--- config.mk ---
export PLATFORM = sky130hd
export DESIGN_NAME = log_afpm_param_flat
export DESIGN_NICKNAME = d
export VERILOG_FILES = /design/src/rtl/log_afpm_if.sv /design/src/rtl/log_afpm_param.sv /design/src/flat_wrapper.sv
export SDC_FILE = /design/constraint.sdc
export NUM_CORES = 1
export LEC_CHECK = 0
export CAP_MARGIN = 0
export CORE_MARGIN = 2
export CORE_UTILIZATION = 30
export CTS_BUF_LIST = sky130_fd_sc_hd__clkbuf_4 sky130_fd_sc_hd__clkbuf_8 sky130_fd_sc_hd__clkbuf_16
export DETAILED_ROUTE_END_ITERATION = 10
export PLACE_DENSITY = 0.47
export REMOVE_ABC_BUFFERS = 1
export SKIP_CTS_REPAIR_TIMING = 1
export SYNTH_ARGS = -nofsm -noshare
export SYNTH_HDL_FRONTEND = slang
export SYNTH_SLANG_ARGS = --single-unit
--- constraint.sdc ---
create_clock -name clk -period 2.4 [get_ports clk]
set_input_delay 0.48 -clock clk [delete_from_list [all_inputs] [get_ports clk]]
set_output_delay 0.48 -clock clk [all_outputs]
set_load 0.005 [all_outputs]
--- src/rtl/log_afpm_if.sv ---
// Byte-serial handshake bundle between the pin interface and the log_afpm_param multiplier.
interface log_afpm_if;
    logic       in_valid;
    logic       in_ready;
    logic [7:0] a_byte;
    logic [7:0] b_byte;
    logic       mode;
    logic       out_valid;
    logic       out_ready;
    logic [7:0] out_byte;
    logic       out_last;
    logic [3:0] flags;

    modport master (
        output in_valid, a_byte, b_byte, mode, out_ready,
        input  in_ready, out_valid, out_byte, out_last, flags
    );

    modport slave (
        input  in_valid, a_byte, b_byte, mode, out_ready,
        output in_ready, out_valid, out_byte, out_last, flags
    );
endinterface

--- src/rtl/log_afpm_param.sv ---
// Byte-serial approximate floating-point multiplier (Mitchell log multiply), generic in
// exponent/mantissa width, with optional error compensation and IEEE-style special cases.
module log_afpm_param #(
    parameter int EXP_W = 5,
    parameter int MAN_W = 10
) (
    input  logic      clk,
    input  logic      rst_n,
    log_afpm_if.slave bus
);
    localparam int W      = 1 + EXP_W + MAN_W;
    localparam int NBYTES = (W + 7) / 8;
    localparam int NB_W   = NBYTES * 8;
    localparam int IDX_W  = (NBYTES > 1) ? $clog2(NBYTES) : 1;
    localparam int E_W    = EXP_W + 2;
    localparam logic [IDX_W-1:0] LAST_IDX = IDX_W'(NBYTES - 1);
    localparam logic [E_W-1:0]   BIAS     = E_W'((1 << (EXP_W - 1)) - 1);
    localparam logic [E_W-1:0]   E_TOP    = E_W'((1 << EXP_W) - 1);
    localparam logic [MAN_W-1:0] QNAN_M   = MAN_W'(1) << (MAN_W - 1);

    typedef enum logic [2:0] {
        COLLECT = 3'd0,
        DECODE  = 3'd1,
        LOGADD  = 3'd2,
        NORM    = 3'd3,
        EMIT    = 3'd4
    } state_t;

    function automatic logic [7:0] pick_byte(input logic [NB_W-1:0] word,
                                             input logic [IDX_W-1:0] k);
        logic [7:0] sel;
        sel = 8'h00;
        for (int i = 0; i < NBYTES; i++) begin
            if (k == IDX_W'(i)) begin
                sel = word[i*8 +: 8];
            end
        end
        return sel;
    endfunction

    state_t           state_d, state_q;
    logic [IDX_W-1:0] idx_d, idx_q;
    logic [NB_W-1:0]  a_d, a_q, b_d, b_q;
    logic             mode_d, mode_q;
    logic             s_d, s_q;
    logic [EXP_W-1:0] ea_d, ea_q, eb_d, eb_q;
    logic [MAN_W-1:0] ma_d, ma_q, mb_d, mb_q;
    logic             inv_d, inv_q, inf_d, inf_q, zin_d, zin_q;
    logic [MAN_W-1:0] f_d, f_q;
    logic [E_W-1:0]   e_d, e_q;
    logic [NB_W-1:0]  res_d, res_q;
    logic             in_ready_d, in_ready_q;
    logic             out_valid_d, out_valid_q;
    logic             out_last_d, out_last_q;
    logic [7:0]       out_byte_d, out_byte_q;
    logic [3:0]       flags_d, flags_q;

    logic [EXP_W-1:0] ea_s, eb_s;
    logic [MAN_W-1:0] ma_s, mb_s;
    logic             a_zero_s, b_zero_s, a_spec_s, b_spec_s, a_nan_s, b_nan_s;
    logic [MAN_W:0]   msum_s;
    logic [MAN_W-1:0] fc_s, m_s;
    logic [W-1:0]     res_s;
    logic [NB_W-1:0]  res_pad_s;
    logic [3:0]       flg_s;
    logic [IDX_W-1:0] idx_inc_s;

    // Operand field split, log-domain mantissa sum, correction term and special-case result.
    always_comb begin
        ea_s     = a_q[W-2 -: EXP_W];
        eb_s     = b_q[W-2 -: EXP_W];
        ma_s     = a_q[MAN_W-1:0];
        mb_s     = b_q[MAN_W-1:0];
        a_zero_s = (ea_s == {EXP_W{1'b0}});
        b_zero_s = (eb_s == {EXP_W{1'b0}});
        a_spec_s = (ea_s == {EXP_W{1'b1}});
        b_spec_s = (eb_s == {EXP_W{1'b1}});
        a_nan_s  = a_spec_s && (ma_s != {MAN_W{1'b0}});
        b_nan_s  = b_spec_s && (mb_s != {MAN_W{1'b0}});
        msum_s   = {1'b0, ma_q} + {1'b0, mb_q};
        idx_inc_s = idx_q + IDX_W'(1);

        // Compensation folds the fraction around 0.5 so the added error term peaks mid-range.
        if (f_q[MAN_W-1]) begin
            fc_s = ~f_q;
        end else begin
            fc_s = f_q;
        end
        if (mode_q) begin
            m_s = f_q + (fc_s >> 2'd3);
        end else begin
            m_s = f_q;
        end

        if (inv_q) begin
            res_s = {s_q, {EXP_W{1'b1}}, QNAN_M};
            flg_s = 4'b1000;
        end else if (inf_q) begin
            res_s = {s_q, {EXP_W{1'b1}}, {MAN_W{1'b0}}};
            flg_s = 4'b0100;
        end else if (zin_q) begin
            res_s = {s_q, {(EXP_W + MAN_W){1'b0}}};
            flg_s = 4'b0001;
        end else if (!e_q[E_W-1] && (e_q >= E_TOP)) begin
            res_s = {s_q, {EXP_W{1'b1}}, {MAN_W{1'b0}}};
            flg_s = 4'b0100;
        end else if (e_q[E_W-1] || (e_q == {E_W{1'b0}})) begin
            res_s = {s_q, {(EXP_W + MAN_W){1'b0}}};
            flg_s = 4'b0011;
        end else begin
            res_s = {s_q, e_q[EXP_W-1:0], m_s};
            flg_s = 4'b0000;
        end
        res_pad_s = {NB_W{1'b0}};
        res_pad_s[W-1:0] = res_s;
    end

    // Next-state and next-output logic for the collect/compute/emit sequence.
    always_comb begin
        state_d     = state_q;
        idx_d       = idx_q;
        a_d         = a_q;
        b_d         = b_q;
        mode_d      = mode_q;
        s_d         = s_q;
        ea_d        = ea_q;
        eb_d        = eb_q;
        ma_d        = ma_q;
        mb_d        = mb_q;
        inv_d       = inv_q;
        inf_d       = inf_q;
        zin_d       = zin_q;
        f_d         = f_q;
        e_d         = e_q;
        res_d       = res_q;
        out_valid_d = out_valid_q;
        out_last_d  = out_last_q;
        out_byte_d  = out_byte_q;
        flags_d     = flags_q;

        case (state_q)
            COLLECT: begin
                if (bus.in_valid && in_ready_q) begin
                    for (int i = 0; i < NBYTES; i++) begin
                        if (idx_q == IDX_W'(i)) begin
                            a_d[i*8 +: 8] = bus.a_byte;
                            b_d[i*8 +: 8] = bus.b_byte;
                        end else begin
                            a_d[i*8 +: 8] = a_q[i*8 +: 8];
                            b_d[i*8 +: 8] = b_q[i*8 +: 8];
                        end
                    end
                    if (idx_q == {IDX_W{1'b0}}) begin
                        mode_d = bus.mode;
                    end else begin
                        mode_d = mode_q;
                    end
                    if (idx_q == LAST_IDX) begin
                        idx_d   = {IDX_W{1'b0}};
                        state_d = DECODE;
                    end else begin
                        idx_d   = idx_inc_s;
                    end
                end else begin
                    idx_d = idx_q;
                end
            end
            DECODE: begin
                s_d     = a_q[W-1] ^ b_q[W-1];
                ea_d    = ea_s;
                eb_d    = eb_s;
                ma_d    = ma_s;
                mb_d    = mb_s;
                inv_d   = (a_zero_s && b_spec_s) || (b_zero_s && a_spec_s) || a_nan_s || b_nan_s;
                inf_d   = a_spec_s || b_spec_s;
                zin_d   = a_zero_s || b_zero_s;
                state_d = LOGADD;
            end
            LOGADD: begin
                f_d     = msum_s[MAN_W-1:0];
                e_d     = {2'b00, ea_q} + {2'b00, eb_q}
                        + {{(E_W - 1){1'b0}}, msum_s[MAN_W]} - BIAS;
                state_d = NORM;
            end
            NORM: begin
                res_d       = res_pad_s;
                flags_d     = flg_s;
                out_valid_d = 1'b1;
                out_byte_d  = pick_byte(res_pad_s, {IDX_W{1'b0}});
                out_last_d  = (idx_q == LAST_IDX);
                state_d     = EMIT;
            end
            EMIT: begin
                if (bus.out_ready) begin
                    if (idx_q == LAST_IDX) begin
                        idx_d       = {IDX_W{1'b0}};
                        out_valid_d = 1'b0;
                        out_last_d  = 1'b0;
                        out_byte_d  = 8'h00;
                        flags_d     = 4'b0000;
                        state_d     = COLLECT;
                    end else begin
                        idx_d       = idx_inc_s;
                        out_byte_d  = pick_byte(res_q, idx_inc_s);
                        out_last_d  = (idx_inc_s == LAST_IDX);
                    end
                end else begin
                    idx_d = idx_q;
                end
            end
            default: begin
                idx_d       = {IDX_W{1'b0}};
                out_valid_d = 1'b0;
                state_d     = COLLECT;
            end
        endcase

        in_ready_d = (state_d == COLLECT);
    end

    // State and datapath registers; everything clears on reset.
    always_ff @(posedge clk or negedge rst_n) begin
        if (!rst_n) begin
            state_q     <= COLLECT;
            idx_q       <= {IDX_W{1'b0}};
            a_q         <= {NB_W{1'b0}};
            b_q         <= {NB_W{1'b0}};
            mode_q      <= 1'b0;
            s_q         <= 1'b0;
            ea_q        <= {EXP_W{1'b0}};
            eb_q        <= {EXP_W{1'b0}};
            ma_q        <= {MAN_W{1'b0}};
            mb_q        <= {MAN_W{1'b0}};
            inv_q       <= 1'b0;
            inf_q       <= 1'b0;
            zin_q       <= 1'b0;
            f_q         <= {MAN_W{1'b0}};
            e_q         <= {E_W{1'b0}};
            res_q       <= {NB_W{1'b0}};
            in_ready_q  <= 1'b0;
            out_valid_q <= 1'b0;
            out_last_q  <= 1'b0;
            out_byte_q  <= 8'h00;
            flags_q     <= 4'b0000;
        end else begin
            state_q     <= state_d;
            idx_q       <= idx_d;
            a_q         <= a_d;
            b_q         <= b_d;
            mode_q      <= mode_d;
            s_q         <= s_d;
            ea_q        <= ea_d;
            eb_q        <= eb_d;
            ma_q        <= ma_d;
            mb_q        <= mb_d;
            inv_q       <= inv_d;
            inf_q       <= inf_d;
            zin_q       <= zin_d;
            f_q         <= f_d;
            e_q         <= e_d;
            res_q       <= res_d;
            in_ready_q  <= in_ready_d;
            out_valid_q <= out_valid_d;
            out_last_q  <= out_last_d;
            out_byte_q  <= out_byte_d;
            flags_q     <= flags_d;
        end
    end

    assign bus.in_ready  = in_ready_q;
    assign bus.out_valid = out_valid_q;
    assign bus.out_byte  = out_byte_q;
    assign bus.out_last  = out_last_q;
    assign bus.flags     = flags_q;
endmodule

--- src/flat_wrapper.sv ---
// flat-port wrapper written by rule: the top's interface ports become plain ports
module log_afpm_param_flat 
#(
    parameter int EXP_W = 5,
    parameter int MAN_W = 10
)
  (clk, rst_n, bus_in_valid, bus_a_byte, bus_b_byte, bus_mode, bus_out_ready, bus_in_ready, bus_out_valid, bus_out_byte, bus_out_last, bus_flags);
  log_afpm_if bus_i ();
  input  logic clk;
  input  logic rst_n;
  input wire logic [$bits(bus_i.in_valid)-1:0] bus_in_valid;
  input wire logic [$bits(bus_i.a_byte)-1:0] bus_a_byte;
  input wire logic [$bits(bus_i.b_byte)-1:0] bus_b_byte;
  input wire logic [$bits(bus_i.mode)-1:0] bus_mode;
  input wire logic [$bits(bus_i.out_ready)-1:0] bus_out_ready;
  output wire logic [$bits(bus_i.in_ready)-1:0] bus_in_ready;
  output wire logic [$bits(bus_i.out_valid)-1:0] bus_out_valid;
  output wire logic [$bits(bus_i.out_byte)-1:0] bus_out_byte;
  output wire logic [$bits(bus_i.out_last)-1:0] bus_out_last;
  output wire logic [$bits(bus_i.flags)-1:0] bus_flags;
  assign bus_i.in_valid = bus_in_valid;
  assign bus_i.a_byte = bus_a_byte;
  assign bus_i.b_byte = bus_b_byte;
  assign bus_i.mode = bus_mode;
  assign bus_i.out_ready = bus_out_ready;
  assign bus_in_ready = bus_i.in_ready;
  assign bus_out_valid = bus_i.out_valid;
  assign bus_out_byte = bus_i.out_byte;
  assign bus_out_last = bus_i.out_last;
  assign bus_flags = bus_i.flags;
  log_afpm_param #(.EXP_W(EXP_W), .MAN_W(MAN_W)) u_core (.clk(clk), .rst_n(rst_n), .bus(bus_i));
endmodule
==> results of run 1 <==
critical path: stages, from the launching register on:
cell and delay [ps]:
dfrtp_1 390, ha_2 200, inv_2 60, fa_2 190, nor2b_1 50, o21ai_1 190
a21oi_2 90, o311a_1 300, a211oi_2 190, ha_2 210, inv_2 50, ha_4 150
nand2_2 60, nor2_2 40, xnor2_1 160, o21ai_1 70
where the power goes:
| part | internal [mW] | switching [mW] |
|---|---|---|
| combinational | 3.16 | 2.75 |
| clock | 0.881 | 0.669 |
| sequential | 2.80 | 0.908 |
metrics by stage:
step | power [mW] | setup TNS (ps)
detailed placement | 9.063 | -2344
CTS | 10.67 | -2400
global route | 12.16 | -1571
floorplan | 7.164 | -42870
global placement | 8.958 | -1901
finish | 11.17 | -403.3
routing by layer:
metal	up-vias	global-route usage	wire length [um]
met2	70	0.2098	5970
li1	1976	-	-
met1	1916	0.1794	6112
met4	0	0.03105	233
met5	-	0	0
met3	14	0.03769	494
path summary, 6_finish.rpt:
kind                                     startpoint             endpoint  cells past startpoint
worst max-delay path                 u_core.ma_q[0]        u_core.e_q[4]                     15
worst min-delay path                          rst_n       u_core.a_q[12]                      2
worst max register to register       u_core.ma_q[0]        u_core.e_q[4]                     15
worst min register to register  u_core.bus.flags[0]  u_core.bus.flags[0]                      2
max in group asynchronous                     rst_n        u_core.f_q[9]                      2
min in group clk                u_core.bus.flags[0]  u_core.bus.flags[0]                      2
Yosys cell counts, drive strengths merged (2+ instances only):
cell | n | area share
a211oi | 6 | 0.0079
a21o | 6 | 0.0079
a21oi | 27 | 0.024
a221oi | 4 | 0.0061
a31oi | 7 | 0.0077
and2 | 2 | 0.0022
and3 | 5 | 0.0057
buf | 12 | 0.019
clkbuf | 9 | 0.0061
dfrtp | 111 | 0.49
fa | 3 | 0.011
ha | 24 | 0.053
inv | 18 | 0.012
mux2 | 64 | 0.14
nand2 | 48 | 0.032
nand2b | 2 | 0.0022
nand3 | 11 | 0.011
nand3b | 2 | 0.0026
nand4 | 3 | 0.0033
nor2 | 33 | 0.025
nor3 | 10 | 0.0088
nor4 | 8 | 0.0088
o2111ai | 2 | 0.0031
o21a | 3 | 0.0039
o21ai | 31 | 0.027
o21bai | 2 | 0.0026
o221a | 3 | 0.0059
o22ai | 2 | 0.0022
o2bb2ai | 2 | 0.0031
o31ai | 3 | 0.0039
or2 | 2 | 0.0022
or3 | 4 | 0.0044
xnor2 | 11 | 0.017
xor2 | 16 | 0.025
registers in the layout (all words and copies together) (netlist names), 3 cells and up:
signal,flops
u_core.state_q,3
u_core.b_q,16
u_core.ma_q,10
u_core.f_q,10
u_core.mb_q,10
u_core.e_q,7
u_core.eb_q,5
u_core.res_q,8
u_core.bus.flags,4
u_core.a_q,16
u_core.bus.out_byte,8
u_core.ea_q,5
cells by family after synthesis:
family,after synthesis,share of synthesized area
buf+inv,39,0.03741
flops,111,0.4857
mux,65,0.1402
fa+ha+maj,27,0.06301
compound gates,108,0.1203
xor+xnor,27,0.04135
simple gates,134,0.1120
area by class of cell:
class	count	area, sq um
fill	1814	11690
multi-input combinational	361	2865
sequential	111	2779
timing repair buffer	78	699.4
tap	234	292.8
clock buffer	12	260.3
inverter	18	67.56
clock inverter	4	51.30
==> qor.yml, run 1 <==
synth_area_per_cell_sq_um: 11.19
die-height_um: 142.1
drtAntennaViolNets: 0
avgViaCountPerCell: 4.861
dp_hpwl_um: 9472
place_ws_ps: -480.0
drt-initial-drc-count: 172
fin_cells: 818
synth-warning-count: 0
hold_violations: 0
fin_util: 0.3751
final.setup_skew_ps: 6.754
cts_buffers: 9
cts_tree: "built"
ys_seq_elements: 111
reg2reg_slack_ps: -110
synth_flop_cell: "dfrtp_1"
clock_latency_ps: 350
leakagePower_nw: 3.127
cts-root-buf: "clkbuf_16"
gr-total-overflow: 0
dp_cells: 794
vias: 3976
period_share: 1.048
final_area_sq_um: 7015
critPathKind: "register to register"
grtUsageTotal: 0.1322
path_max_fanout: 2
clkTransAtPathRegs_ps: 70
fmax_mhz: 397.7
netlist_instances: 511
cts.sinks: 111
wl_per_cell_um: 15.66
tightest_slew_ps: 678.6
setup_ws_ps: -114.6
core_area_sq_um: 18710
grt_pass1_vias: 3842
area_growth_pct: 22.66
rsz0062_at_grt: "true"
start_util: 0.3058
final-max-slew-violation-count: 0
syn_area_sq_um: 5719
cellPowerDensity_nw_per_um2: 1592
final_cell_mix: "110 x dfrtp_1, 47 x nand2_1, 45 x mux2_2, 41 x buf_4, 34 x clkdlybuf4s50_1"
ys_seq_area_frac: 0.4857
place_area_sq_um: 6506
ys_async_sr_fraction: 1.000
start_kind: "register"
drc: 0
insertedDiodeCount: 0
hp-class: "input port to asynchronous set/reset pin"
grt_pass1_wl_um: 20870
cp-end-kind: "register"
io_buffer_count: 35
worstPathRequired_ps: 2610
outcome: "finished, violations left"
synth_edf_count: 0
nNetsFinal: 627
holdWs_ps: 196.4
cts_buffer_depth: 2
wirelength_um: 12810
vdd_drop_max_mv: 0.6881
boundaryPins: 36
rows: 50
h-tree-depth: 3
firstDrtPassIters: 4
violations: "setup timing"
slew_headroom: 0.5463
place.gp.congestion: 0.8283
ys_types: 59
die_area_sq_um: 20180
arrival_ps: 2730
die_w_um: 142.1
cap_violations: 0
antenna_found_initial: 0
final-setup-viol-count: 6
period_needed_ps: 2515
drive_above_1_share: 0.2808
final_common_cell: "dfrtp_1"
grt_max_degree: 112
Power figures use the tool's default switching activity.
==> run 2: changes to the inputs <==
--- a/config.mk
+++ b/config.mk
@@ -6,6 +6,7 @@
 export NUM_CORES = 1
 export LEC_CHECK = 0
 export CAP_MARGIN = 0
+export CORE_ASPECT_RATIO = 1.4
 export CORE_MARGIN = 2
 export CORE_UTILIZATION = 30
 export CTS_BUF_LIST = sky130_fd_sc_hd__clkbuf_4 sky130_fd_sc_hd__clkbuf_8 sky130_fd_sc_hd__clkbuf_16
==> run 2 against run 1 <==
Net effect: the flow still finishes with violations (setup timing); register-to-register slack worse by 40 ps; utilization is 0.23 points lower; critical endpoint unchanged; via count is 0.68% higher; die area hardly changed; clock power is 3% higher; fmax is 1.4% lower; cell area is 0.77% lower.
==> qor.yml, run 2 (synthesized netlist as in run 1, its figures left out) <==
nNetsFinal: 624  # -0.48%
start_kind: "register"
grt_pass1_vias: 4232  # +10%
h-tree-depth: 3  # unchanged
cts.sinks: 111  # unchanged
grt_pass1_wl_um: 21540  # +3.2%
hold_violations: 0  # unchanged
area_growth_pct: 21.72
clkPwrFrac: 0.145  # +0.006
fmax_mhz: 392.1  # -1.4%
grtUsageTotal: 0.1349  # +0.002612
die_area_sq_um: 20200  # about the same
r2r-start: "u_core.ma_q[0]"
vdd_drop_max_mv: 0.5794  # -16%
tns_ps: -553.9  # -150.5 ps
reg2reg_slack_ps: -150  # -40 ps
rows: 59  # +18%
grt_max_degree: 112  # unchanged
fin_cells: 825  # +0.86%
arrival_ps: 2770  # +40 ps
multi_input_area_sq_um: 2825  # -1.4%
period_share: 1.063  # +0.01494
final-setup-viol-count: 6  # unchanged
avgViaCountPerCell: 4.852  # -0.18%
path_max_fanout: 2  # unchanged
boundaryPins: 36  # unchanged
io_buffer_count: 35  # unchanged
fillers: 1854  # +2.2%
worstPathRequired_ps: 2620  # about the same
slew_headroom: 0.4618  # -0.08451
layout_top_registers: "u_core.a_q: 16 flops, u_core.b_q: 16 flops"
critPathKind: "register to register"
swShare: 0.3909  # +0.003570
insertedDiodeCount: 0  # unchanged
cap_violations: 0  # unchanged
cts-root-buf: "clkbuf_16"
p_comb_frac: 0.520  # -0.009
seq_power_share: 0.335  # +0.003
outcome: "finished, violations left"
wirelength_um: 13100  # +2.2%
fin_util: 0.3727  # -0.002303
cpMaxStageDelayCell: "dfrtp_1"
cp_slowest_stage_delay_ps: 390  # about the same
reg2reg_depth: 15  # unchanged
rsz0062_at_grt: "true"
vias: 4003  # +0.68%
total_power_mw: 10.99  # -1.6%
place.gp.congestion: 0.8261  # -0.27%
final.setup_skew_ps: 8.434  # +1.680 ps
switchingPower_mw: 4.296  # -0.69%
antenna_found_initial: 0  # unchanged
clock_latency_ps: 360  # about the same
period_needed_ps: 2550  # +35.87 ps
core_area_sq_um: 18680  # -0.15%
crit_chain: "ha_2, inv_2, fa_2, nor2b_2, o21ai_2, a21oi_2, o311a_1, a211oi_2, ha_2, inv_2, ha_4, nand2_4, nor2_4, xnor2_1, o21ai_1"
die-height_um: 167.4  # +18%
internal-power_mw: 6.693  # -2.2%
reg2reg_to: "u_core.e_q[4]"
drc: 0  # unchanged
violations: "setup timing"
cts_buffers: 9  # unchanged
dp_hpwl_um: 9707  # +2.5%
cp-end-kind: "register"
drive_above_1_share: 0.2633  # -0.01748
hp-class: "input port to asynchronous set/reset pin"
die_w_um: 120.7  # -15%
final_cell_mix: "111 x dfrtp_1, 47 x nand2_1, 45 x mux2_2, 39 x buf_4, 34 x clkdlybuf4s50_1"
holdWs_ps: 173.0  # -23.36 ps
seqCellArea_sq_um: 2778  # about the same
clkTransAtPathRegs_ps: 80  # about the same
cts_buffer_depth: 2  # unchanged
cellPowerDensity_nw_per_um2: 1578  # -0.84%
leakagePower_nw: 3.104  # -0.73%
wl_per_cell_um: 15.87  # +1.4%
cts_tree: "built"
start_util: 0.3062  # +0.0004711
gr-total-overflow: 0  # unchanged
firstDrtPassIters: 4  # unchanged
setup_ws_ps: -150.5  # -35.86 ps
final_common_cell: "dfrtp_1"
dp_cells: 806  # +1.5%
tightest_slew_ps: 807.3  # +128.7 ps
drtAntennaViolNets: 0  # unchanged
drt-initial-drc-count: 183  # +6.4%
final-max-slew-violation-count: 0  # unchanged
==> run 2: critical path: cells and delay by family, from the launching register on <==
| kind | cells | cell delay [ps] |
|---|---|---|
| AOI/OAI and AO/OA | 5 | 830 |
| xor gates and xnor gates | 1 | 160 |
| adders and majority gates | 4 | 790 |
| buffers and inverters | 2 | 110 |
| DFF | 1 | 390 |
| and+or+nand+nor | 3 | 150 |
==> run 2: per-layer routing <==
metal | up-vias | routed length [um] | global-route usage | share of wire
met4 | 0 | 272 | 0.05157 | 0.021
li1 | 1975 | - | - | -
met2 | 53 | 6863 | 0.2368 | 0.52
met5 | - | 0 | 0 | 0
met1 | 1959 | 5652 | 0.1664 | 0.43
met3 | 16 | 307 | 0.01839 | 0.023
==> run 2: final cells by class <==
class | count | share of cell area
clock buffer | 12 | 0.03738
clock inverter | 4 | 0.007549
inverter | 18 | 0.009705
multi-input combinational | 361 | 0.4058
sequential | 111 | 0.3990
tap | 244 | 0.04385
timing repair buffer | 75 | 0.09669
==> run 2: worst max path at each step <==
stage | slack (ps) | endpoint | start
finish | -150 | u_core.e_q[4] | u_core.ma_q[0]
CTS | -530 | u_core.e_q[4] | u_core.mb_q[0]
global route | -320 | u_core.e_q[4] | u_core.ma_q[0]
floorplan | -1450 | u_core.inv_q | u_core.state_q[0]
detailed placement | -530 | u_core.e_q[4] | u_core.mb_q[0]
global placement | -470 | u_core.e_q[4] | u_core.mb_q[0]
==> run 2: through the flow <==
stage,cell area [sq um],setup WS (ps)
after floorplan,5573,-1446
final,6962,-150.5
after global placement,6534,-466.3
after detailed placement,6534,-527.1
after CTS,6847,-526.5
after global routing,6962,-322.7
==> run 2: power groups by stage <==
| stage | Clock (mW) | Combinational [mW] | Sequential, mW |
|---|---|---|---|
| after CTS | 1.64 | 5.45 | 3.69 |
| after floorplan | 0 | 3.73 | 3.43 |
| after detailed placement | 0 | 5.42 | 3.73 |
| after global routing | 1.70 | 6.44 | 3.81 |
| after global placement | 0 | 5.32 | 3.69 |
| final | 1.59 | 5.72 | 3.68 |
